`src/rtl/uart_tx_arbiter.sv`:
```
`timescale 1ns/1ps
// uart_tx_arbiter: round-robin whole-packet arbiter sharing one uart_tx among NUM_REQ byte streams.
// Optional feature macro: UART_ARB_TAG_EN (prefix each grant with tag byte {4'hA, owner index}).
module uart_tx_arbiter #(
  parameter int NUM_REQ     = 4,
  parameter int MAX_PKT_LEN = 64
) (
  input  logic                 clk_in,
  input  logic                 rst_in,
  input  logic [NUM_REQ-1:0]   req_valid_in,
  input  logic [8*NUM_REQ-1:0] req_byte_in,
  input  logic [NUM_REQ-1:0]   req_last_in,
  output logic [NUM_REQ-1:0]   req_ready_out,
  output logic                 tx_valid_out,
  output logic [7:0]           tx_byte_out,
  input  logic                 tx_ready_in,
  output logic [NUM_REQ-1:0]   grant_out,
  output logic                 busy_out
);

  // state | meaning
  // IDLE  | no owner; pick first valid requester at/after rr_ptr
  // TAG   | offer tag byte for the new owner (UART_ARB_TAG_EN only)
  // PASS  | owner's stream passed combinationally to uart_tx

  localparam int IDX_W = (NUM_REQ > 1) ? $clog2(NUM_REQ) : 1;

  typedef enum logic [1:0] {
    S_IDLE = 2'd0,
    S_TAG  = 2'd1,
    S_PASS = 2'd2
  } state_t;

  state_t             r_state;
  logic [IDX_W-1:0]   r_gidx;
  logic [IDX_W-1:0]   r_rr_ptr;
  logic [7:0]         r_byte_cnt;
  logic [NUM_REQ-1:0] r_grant;
  logic               r_busy;

  logic               w_pick_vld;
  logic [IDX_W-1:0]   w_pick_idx;
  logic               w_sel_valid;
  logic [7:0]         w_sel_byte;
  logic               w_sel_last;
  logic               w_xfer;
  logic               w_at_limit;
  logic               w_release;
  logic [IDX_W-1:0]   w_ptr_next;

  // Scan from the highest offset down so the lowest offset from rr_ptr wins.
  always_comb begin
    int w_scan;
    w_pick_vld = 1'b0;
    w_pick_idx = '0;
    w_scan     = 0;
    for (int k = NUM_REQ - 1; k >= 0; k--) begin
      w_scan = (int'(r_rr_ptr) + k) % NUM_REQ;
      if (req_valid_in[IDX_W'(w_scan)]) begin
        w_pick_vld = 1'b1;
        w_pick_idx = IDX_W'(w_scan);
      end
    end
  end

  assign w_sel_valid = req_valid_in[r_gidx];
  assign w_sel_byte  = req_byte_in[{r_gidx, 3'b000} +: 8];
  assign w_sel_last  = req_last_in[r_gidx];

`ifdef UART_ARB_TAG_EN
  logic [3:0] w_tag_idx;
  assign w_tag_idx = 4'(r_gidx);
`endif

  always_comb begin
    tx_valid_out  = 1'b0;
    tx_byte_out   = 8'h00;
    req_ready_out = '0;
    case (r_state)
      S_PASS: begin
        tx_valid_out          = w_sel_valid;
        tx_byte_out           = w_sel_byte;
        req_ready_out[r_gidx] = tx_ready_in;
      end
`ifdef UART_ARB_TAG_EN
      S_TAG: begin
        tx_valid_out = 1'b1;
        tx_byte_out  = {4'hA, w_tag_idx};
      end
`endif
      default: ;
    endcase
  end

  assign w_xfer     = tx_valid_out && tx_ready_in;
  assign w_at_limit = ({1'b0, r_byte_cnt} + 9'd1) == 9'(MAX_PKT_LEN);
  assign w_release  = (r_state == S_PASS) && w_xfer && (w_sel_last || w_at_limit);
  assign w_ptr_next = (r_gidx == IDX_W'(NUM_REQ - 1)) ? '0 : r_gidx + 1'b1;

  always_ff @(posedge clk_in) begin
    if (rst_in) begin
      r_state    <= S_IDLE;
      r_gidx     <= '0;
      r_rr_ptr   <= '0;
      r_byte_cnt <= 8'd0;
      r_grant    <= '0;
      r_busy     <= 1'b0;
    end else begin
      case (r_state)
        S_IDLE: begin
          if (w_pick_vld) begin
            r_gidx     <= w_pick_idx;
            r_grant    <= NUM_REQ'(1) << w_pick_idx;
            r_busy     <= 1'b1;
            r_byte_cnt <= 8'd0;
`ifdef UART_ARB_TAG_EN
            r_state    <= S_TAG;
`else
            r_state    <= S_PASS;
`endif
          end
        end
        S_TAG: begin
          if (w_xfer) r_state <= S_PASS;
        end
        S_PASS: begin
          if (w_release) begin
            r_state    <= S_IDLE;
            r_grant    <= '0;
            r_busy     <= 1'b0;
            r_byte_cnt <= 8'd0;
            r_rr_ptr   <= w_ptr_next;
          end else if (w_xfer) begin
            r_byte_cnt <= r_byte_cnt + 8'd1;
          end
        end
        default: r_state <= S_IDLE;
      endcase
    end
  end

  assign grant_out = r_grant;
  assign busy_out  = r_busy;

endmodule

```
`config.mk`:
```
export PLATFORM = sky130hd
export DESIGN_NAME = uart_tx_arbiter
export DESIGN_NICKNAME = d
export VERILOG_FILES = /design/src/rtl/uart_tx_arbiter.sv
export SDC_FILE = /design/constraint.sdc
export NUM_CORES = 1
export LEC_CHECK = 0
export CORE_ASPECT_RATIO = 1.5
export CORE_MARGIN = 2
export CORE_UTILIZATION = 37
export CTS_CLUSTER_DIAMETER = 150
export DETAILED_ROUTE_END_ITERATION = 12
export GPL_ROUTABILITY_DRIVEN = 0
export HOLD_SLACK_MARGIN = 0.15
export MAX_ROUTING_LAYER = met4
export PLACE_DENSITY = 0.8
export SYNTH_ARGS = -nofsm -noshare
export SYNTH_HDL_FRONTEND = slang
export SYNTH_SLANG_ARGS = --single-unit
```
`constraint.sdc`:
```
create_clock -name clk_in -period 2.1 [get_ports clk_in]
set_clock_uncertainty 0.2 [all_clocks]
set_input_delay 0.42 -clock clk_in [delete_from_list [all_inputs] [get_ports clk_in]]
set_output_delay 0.42 -clock clk_in [all_outputs]
set_load 0.05 [all_outputs]
```
Word level (Yosys, flattened, before mapping)
Index checks and enable logic that the tools add are counted.
{ "totals": {"regBits": 19, "in_bits": 43, "out_inout_bits": 18, "elab_cells": 85} }
{ "classes": {"addsub": 6, "n_lt_le_gt_ge": 6, "n_eq_ne": 8, "n_shift": 2, "muxes": 44, "n_bitwise": 1, "reduce_logical": 12} }
{ "op_table": {"columns": ["cell", "n"], "rows": [
  ["$mux W8", 4],
  ["$shiftx A32 B6 Y8", 1],
  ["$mux W1", 18],
  ["$lt A2 B4 Y1 const B", 4],
  ["$mux W2", 8],
  ["$pmux W8 S2", 1],
  ["$bmux W1 S2", 6],
  ["$mux W4", 3],
  ["$add A8 B1 Y9 const B", 1],
  ["$eq A9 B7 Y1 const B", 1],
  ["$reduce_and A3 Y1", 3],
  ["$add A8 B1 Y8 const B", 1],
  ["$pmux W4 S2", 1],
  ["$ne A2 B2 Y1 const B", 3],
  ["$pmux W2 S3", 1],
  ["$add A2 B1 Y2 const B", 2],
  ["$add A2 B2 Y2 const B", 2],
  ["$and A4 B4 Y4", 1],
  ["$eq A2 B2 Y1 const B", 2],
  ["$logic_and A1 B1 Y1", 4],
  ["$reduce_and A2 Y1", 2],
  ["$shl A1 B2 Y4 const A", 1],
  ["$lt A2 B3 Y1 const B", 1],
  ["$ne A3 B3 Y1 const B", 1],
  ["other kinds (7)", 7]
]} }

Depth between registers and ports, before layout
Gate-level depths: netlist of run 1.
{ "depth": {"ltp_word": 11, "ltp_mapped": 6, "ltp_nobuf": 5} }

Least setup slack after synthesis of run 1
Ideal clock, no wire load.
{ "synth_timing": {"kind": "reg-to-reg", "startpoint": "reg r_gidx[0]", "endpoint": "reg r_byte_cnt[3]", "arrival_ns": 2.014, "t_required_ns": 1.833, "path_slack_ns": -0.181, "path_stages_with_launch": 6, "n_path_buf": 1, "synth_period_minus_slack_ns": 2.281, "cell_sequence": "dfxtp_1 mux4_2 or4b_1 buf_2 or2_4 o21ai_2"} }
{ "synth_between": {"elab_chain_len": 8, "word_cells_on_any_way": 13} }
{ "synth_rtl": {"columns": ["item", "line_no", "text"], "rows": [
  ["from (decl)", "35", "logic [IDX_W-1:0] r_gidx;"],
  ["from (signal assigned)", "112", "r_gidx <= w_pick_idx;"],
  ["$bmux W1 S2", "66", "assign w_sel_valid = req_valid_in[r_gidx];"],
  ["$mux W1 (not written as such)", "66", null],
  ["$mux W1", "79", "case (r_state)"],
  ["$logic_and A1 B1 Y1", "95", "assign w_xfer = tx_valid_out && tx_ready_in;"],
  ["$logic_and A1 B1 Y1 (2 in series)", "97", "assign w_release = (r_state == S_PASS) && w_xfer && (w_sel_last || w_at_limit);"],
  ["$ne A3 B3 Y1 (no source line) or $mux W8 (tied branches)", null, null],
  ["$reduce_and A3 Y1 (no source line) or $pmux W8 S2 (tied branches)", null, null],
  ["to (signal assigned)", "134", "r_byte_cnt <= r_byte_cnt + 8'd1;"],
  ["to (decl)", "37", "logic [7:0] r_byte_cnt;"]
]} }
Several ways; a longest one is shown, not always the timed one. The select of a mux whose other input is x is not followed.
A chain may end at the register's enable or synchronous reset.

Worst setup path after layout of run 1
{ "layout_timing": {"startpoint": "reg r_gidx[0]", "endpoint": "out tx_byte_out[6]"} }
{ "layout_between": {"elab_chain_len": 2} }
{ "layout_rtl": {"columns": ["item", "line_no", "text"], "rows": [
  ["$shiftx A32 B6 Y8", "67", "assign w_sel_byte = req_byte_in[{r_gidx, 3'b000} +: 8];"],
  ["$mux W8", "79", null],
  ["to (decl)", "15", "output logic [7:0] tx_byte_out,"]
]} }
No other way between the ends.

==> run metrics, run 1 <==
EDFF count, synth=0; crit path from=r_gidx[0]; syn_area_per_cell=9.24 um2; ANT cells=0; Reg2Reg Depth=6; violated checks=setup timing; Worst Hold Class=flip-flop to flip-flop; I/O Buffers=60; CTS sink count=17; die area=between 3000 and 4000 um2; Worst R2R Setup Slack=0 ns; Flop pwr share=29.0%; most frequent cells in the layout=dlygate4sd2_1 (33), buf_4 (26), nand2_1 (14), dfxtp_1 (14), buf_8 (11); TritonCTS Buffers=3; WS Path Type=flip-flop to output pin; PD cells=510 nW/um2; Worst Setup EP=tx_byte_out[6]; drt pass-1 iters=4; Row Count=25; initial antenna violation count=0; clock share of power=roughly a fifth; critical path arrival=1.61 ns; Distinct cells, synth=37; switching share of power=a little over a third; Chip Width=51.6 um; DRC=0; htree depth=1; vias post-DR=~1400; worst-path maximum fanout=5; syn_nets=184; Antenna Nets Post-Route=0; min cycle time layout=around 2.2 ns; RSZ-0062 raised after global routing=true; Comb power frac=a little over 50%; Ys Warns=0; hold path cells=2; Placed Cells=around 250; P&R area growth vs syn=87.7%; Longest Clk Path Bufs=2; Worst setup SP type=flip-flop; fin nets=between 200 and 300; I/O pin cnt=61; sequential area share after synthesis=27.1%; worst setup margin=-0.129 ns; global-route usage over all layers=~23%; Post-Syn Instances=about 140; Initial Utilization=around two fifths; iteration-0 DRC count of the detailed router=35; P_int=approximately 0.78 mW; fin area=between 2000 and 2500 um2; first-pass GRT wire length=roughly 6.5 mm; FF+latch count, synth=17; Final Max Slew Viols=0; Sw Pwr=around 0.42 mW; dpl cell area=2080 um2; peak supply drop=between 0.0003 and 0.0004 V; Hold Violations, Final=0; Finished Layout Cells=about 260; Post-Syn Area=1260 um2; setup violators final=10; Worst EP required=roughly 1.5 ns; pin count of the biggest net entering global routing=18; FF-to-FF End=r_byte_cnt[5]; CTS Root Cell=clkbuf_8; most common cell after layout, fill and taps aside=dlygate4sd2_1; worst hold slack=0.297 ns; layout filler cell count=around 240; Period Utilization, post-route=106%; Post-synth ARST share=0%; run status=finished with violations; share of cells above drive strength 1=a little over two fifths; Worst-path clk slew=~0.070 ns; Skew-Pair Late Insertion Delay=roughly 0.25 ns; GRT overflow=0; WL per Instance=around 17 um; Fmax achieved=0.449 GHz; number of max-cap violations=0; Core Area=roughly 3200 um2; post-DP HPWL=3.24 mm; Slew Limit Headroom=77.4%; Primary FF master, synth=dfxtp_1; Pleak=between 1 and 1.5 nW; Worst-Margin Slew=between 0.3 and 0.4 ns; Chip Height=approximately 75 um; setup TNS=-0.939 ns; via/cell ratio=~5.5; worst reg2reg path startpoint=r_gidx[0]; vias in the first global route=around 1500; Worst setup EP type=output pin; DRT Wirelength=about 4.4 mm; clock tree from TritonCTS=built
-- power groups by stage --
| stage | registers [mW] | clock network, mW | logic, mW |
|---|---|---|---|
| 2_1_floorplan | 0.391 | 0 | 0.241 |
| 3_3_place_gp | 0.354 | 0 | 0.511 |
| 3_5_place_dp | 0.355 | 0 | 0.520 |
| 4_1_cts | 0.348 | 0.247 | 0.574 |
| 5_1_grt | 0.350 | 0.262 | 0.643 |
| 6_report | 0.349 | 0.241 | 0.613 |
-- metrics by stage --
stage	setup WS, ns	utilization [%]	power (mW)
2_1_floorplan	-0.0870	-	0.632
3_3_place_gp	-0.455	65.2	0.865
3_5_place_dp	-0.502	65.2	0.876
4_1_cts	-0.114	69.0	1.17
5_1_grt	-0.161	73.9	1.26
6_report	-0.129	73.9	1.20
-- cell usage after synthesis (all sizes together) (2+ instances only) --
cell    number  share of area (%)
or2          3                1.7
dfxtp       17                 27
mux2i        2                1.6
and3         6                3.0
nor2b        3                1.5
ha           5                5.0
and2        10                5.0
mux4        10                 18
xor2         2                1.4
buf          3                1.1
a21oi        6                2.4
nand2       14                4.2
o21ai       10                5.8
inv          6                1.8
clkbuf       3               0.90
o31ai        3                1.8
a32o         4                3.2
nor2         7                2.1
nand3        2               0.80
nand2b       3                1.5
nor3         4                1.6
-- logic make-up (layout without fill, tap and decap cells) --
kind of cell / after synthesis / count (layout) / synth area share [%]
compound gates: 29 / 29 / 17.2
xor+xnor: 3 / 3 / 2.09
fa+ha+maj: 5 / 5 / 4.98
buf+inv: 12 / 97 / 3.78
flops: 17 / 17 / 27.1
mux: 13 / 13 / 20.4
simple gates: 57 / 57 / 24.4
-- critical path, stage by stage (launching register included) --
cell	delay, ns
dfxtp_4	0.39
buf_12	0.13
mux4_2	0.51
and2_4	0.19
buf_8	0.14
-- worst min path at each step --
stage,start,end,slack (ns)
2_1_floorplan,r_byte_cnt[5],r_byte_cnt[5],0.24
3_3_place_gp,r_byte_cnt[5],r_byte_cnt[5],0.27
3_5_place_dp,grant_out[0],grant_out[0],0.29
4_1_cts,r_byte_cnt[1],r_byte_cnt[1],0.29
5_1_grt,grant_out[3],grant_out[3],0.32
6_report,r_byte_cnt[1],r_byte_cnt[1],0.30
-- metal layers --
metal / share of wire (%) / up-vias / global-route usage, %
li1: - / 678 / -
met1: 35 / 683 / 22.7
met2: 58 / 68 / 45.4
met3: 5.3 / 6 / 3.92
met4: 1.5 / 0 / 6.73
met5: 0 / - / -
-- final cells by class --
| class | instances | area, um2 | area share, % |
|---|---|---|---|
| multi-input cells | 107 | 980 | 41.5 |
| clock buffers | 3 | 41.3 | 1.75 |
| repair buffers | 87 | 908 | 38.5 |
| inverters | 6 | 25.0 | 1.06 |
| well taps | 40 | 50.0 | 2.12 |
| flip-flops and latches | 17 | 349 | 14.8 |
| clock inverters | 1 | 5.00 | 0.212 |
-- registers in the layout, indices dropped and copies added, names as in the netlist --
register	flops
r_gidx	2
grant_out	4
busy_out	1
r_rr_ptr	2
r_byte_cnt	8
-- repair_timing --
item                       CTS  global route
hold buffers                 0             0
setup endpoints to repair   24            28
pin swaps                    9             4
setup buffers                1             3
gates cloned                 0             1
resized for setup           67            29
Note: power is estimated with default switching activity, not from simulation.
==> run 2: changes to the inputs <==
--- a/config.mk
+++ b/config.mk
@@ -7,2 +7,3 @@
 export LEC_CHECK = 0
+export CAP_MARGIN = 20
 export CORE_ASPECT_RATIO = 1.5
--- a/constraint.sdc
+++ b/constraint.sdc
@@ -4,2 +4,2 @@
 set_output_delay 0.42 -clock clk_in [all_outputs]
-set_load 0.05 [all_outputs]
+set_load 0.02 [all_outputs]
==> run 2 against run 1 <==
  * The flow still finishes with violations (setup timing)
  * Global-route usage is 1.0 points higher
  * Sequential cell count unchanged
  * Combinational power shrank 29%
  * Utilization is 6.2 points lower
  * Via count grew 0.56%
  * Power down 12%
  * First-iteration DRC count grew 29%
  * Worst setup slack better by 0.021 ns
  * Routed wire length fell by 2.3%
  * Sequential share of layout area increased by 1.4 points
==> run metrics, run 2 (synthesis results as in run 1) <==
DRT Wirelength=4.33 mm (-2.3%); FF-to-FF End=r_byte_cnt[1]; crit path from=r_gidx[0]; GRT overflow=0 (unchanged); worst-path maximum fanout=5 (unchanged); worst setup margin=-0.108 ns (+0.0209 ns); worst reg2reg path startpoint=r_gidx[0]; peak supply drop=0.000318 V (-15%); area of the multi-input gates=918 um2 (-6.3%); Chip Height=75.4 um (unchanged); Pleak=0.953 nW (-8.5%); PD cells=489 nW/um2 (-4.2%); most common cell after layout, fill and taps aside=dlygate4sd2_1; setup violators final=17 (+7); first-pass GRT wire length=6.73 mm (+3.6%); via/cell ratio=5.57 (+1.3%); Worst Setup EP=r_byte_cnt[1]; Longest Clk Path Bufs=2 (unchanged); Final Total Pwr=1.06 mW (-12%); Chip Width=51.6 um (unchanged); Worst setup SP type=flip-flop; slowest stage delay, CP=0.53 ns (+0.02 ns); number of max-cap violations=0 (unchanged); Crit path depth=5 (+1); Finished Layout Cells=259 (-0.77%); setup TNS=-1.43 ns (-0.491 ns); clock tree from TritonCTS=built; Period Utilization, post-route=105% (-0.99 points); Final Max Slew Viols=0 (unchanged); ANT cells=0 (unchanged); I/O Buffers=60 (unchanged); WL per Instance=16.7 um (-1.5%); Worst setup EP type=flip-flop; share of cells above drive strength 1=35.2% (-7.8 points); I/O pin cnt=61 (unchanged); Worst EP required=2.09 ns (+0.61 ns); Slew Limit Headroom=66.8% (-11 points); Largest delay share family, worst path=simple AND/OR/NAND/NOR gates; layout filler cell count=264 (+12%); Reg2Reg Depth=5 (-1); Placed Cells=249 (-1.2%); largest reg by FF count=r_byte_cnt; RSZ-0062 raised after global routing=true; Worst Hold Class=flip-flop to flip-flop; violated checks=setup timing; global-route usage over all layers=24.1% (+1.0 points); drt pass-1 iters=4 (unchanged); Hold Violations, Final=0 (unchanged); crit path buf inv count=1 (-1); Largest register FFs=8 (unchanged); WS Path Type=flip-flop to flip-flop; run status=finished with violations; Row Count=25 (unchanged); Worst-path clk slew=0.07 ns (about the same); CTS Root Cell=clkbuf_8; vias post-DR=1443 (+0.56%); Worst R2R Setup Slack=-0.11 ns (-0.11 ns); Cell Chain, Critical Path=buf_6, mux4_2, or4b_4, or2_4, o21ai_2; P&R area growth vs syn=72.0%; fin nets=268 (-0.74%); Core Area=3190 um2 (unchanged); Worst-Margin Slew=0.494 ns (+0.155 ns); critical path arrival=2.20 ns (+0.59 ns); Fmax achieved=0.453 GHz (+0.94%); Initial Utilization=39.4% (unchanged); htree depth=1 (unchanged); iteration-0 DRC count of the detailed router=45 (+29%); Antenna Nets Post-Route=0 (unchanged); pin count of the biggest net entering global routing=19 (+1); sequential cell area=349 um2 (unchanged); post-DP HPWL=3.22 mm (-0.55%); CTS sink count=17 (unchanged); Skew-Pair Late Insertion Delay=0.26 ns (about the same); initial antenna violation count=0 (unchanged); DRC=0 (unchanged); CP max-delay cell=or4b_4; worst hold slack=0.298 ns (+0.000546 ns); vias in the first global route=1537 (+1.1%); min cycle time layout=2.21 ns (-0.0209 ns); die area=3890 um2 (unchanged); most frequent cells in the layout=dlygate4sd2_1 (39), buf_4 (18), nand2_1 (14), dfxtp_1 (14), buf_6 (14); TritonCTS Buffers=3 (unchanged)
-- run 2: cell types whose count changed in the layout (fill, tap and decap cells not counted), sizes merged --
cell / previous run / this run
dlygate4sd2: 33 / 39
buf: 44 / 35
clkbuf: 4 / 6
clkdlybuf4s50: 4 / 7
dlymetal6s2s: 5 / 0
clkdlybuf4s15: 0 / 1
-- run 2: through the flow --
stage          area [um2]  setup WS, ns  utilization [%]
5_1_grt              2160        -0.161             67.7
4_1_cts              2160        -0.171             67.6
3_3_place_gp         2030        -0.635             63.6
3_5_place_dp         2030        -0.661             63.6
6_report             2160        -0.108             67.7
2_1_floorplan        1270       -0.0870                -
-- run 2: worst min path at each step --
| stage | startpoint | to | depth (start not counted) |
|---|---|---|---|
| after floorplan | r_byte_cnt[5] | r_byte_cnt[5] | 1 |
| after global placement | r_byte_cnt[5] | r_byte_cnt[5] | 1 |
| after detailed placement | r_byte_cnt[7] | r_byte_cnt[7] | 1 |
| after CTS | r_byte_cnt[6] | r_byte_cnt[6] | 2 |
| after global routing | grant_out[2] | grant_out[2] | 1 |
| final | r_byte_cnt[6] | r_byte_cnt[6] | 2 |
-- run 2: worst min-delay path: stages (launching register included) --
cell and delay [ns]:
dfxtp_1 0.34, nand2_1 0.07, o21ai_2 0.04
-- run 2: final cells by class --
cell class	instances	share of cell area [%]
multi-input combinational	107	42.5
timing repair buffer	85	35.8
sequential	17	16.2
tap	40	2.32
clock buffer	3	1.91
inverter	6	1.04
clock inverter	1	0.232
-- run 2: repair_timing --
action,CTS,global route
gates cloned,0,0
endpoints found under the setup margin,22,28
hold buffers,0,0
setup buffers,6,0
pin swaps,3,5
resized for setup,123,12
-- run 2: routing by layer --
metal / GRT usage (%) / vias to the layer above / share of wire, %
met2: 47.2 / 88 / 56
li1: - / 669 / -
met1: 22.6 / 673 / 35
met4: 10.5 / 0 / 3.1
met5: - / - / 0
met3: 3.92 / 13 / 6.1
-- run 2: where the power goes --
| part | internal (mW) | switching, mW |
|---|---|---|
| clock network | 0.132 | 0.120 |
| logic | 0.253 | 0.185 |
| registers | 0.339 | 0.0268 |
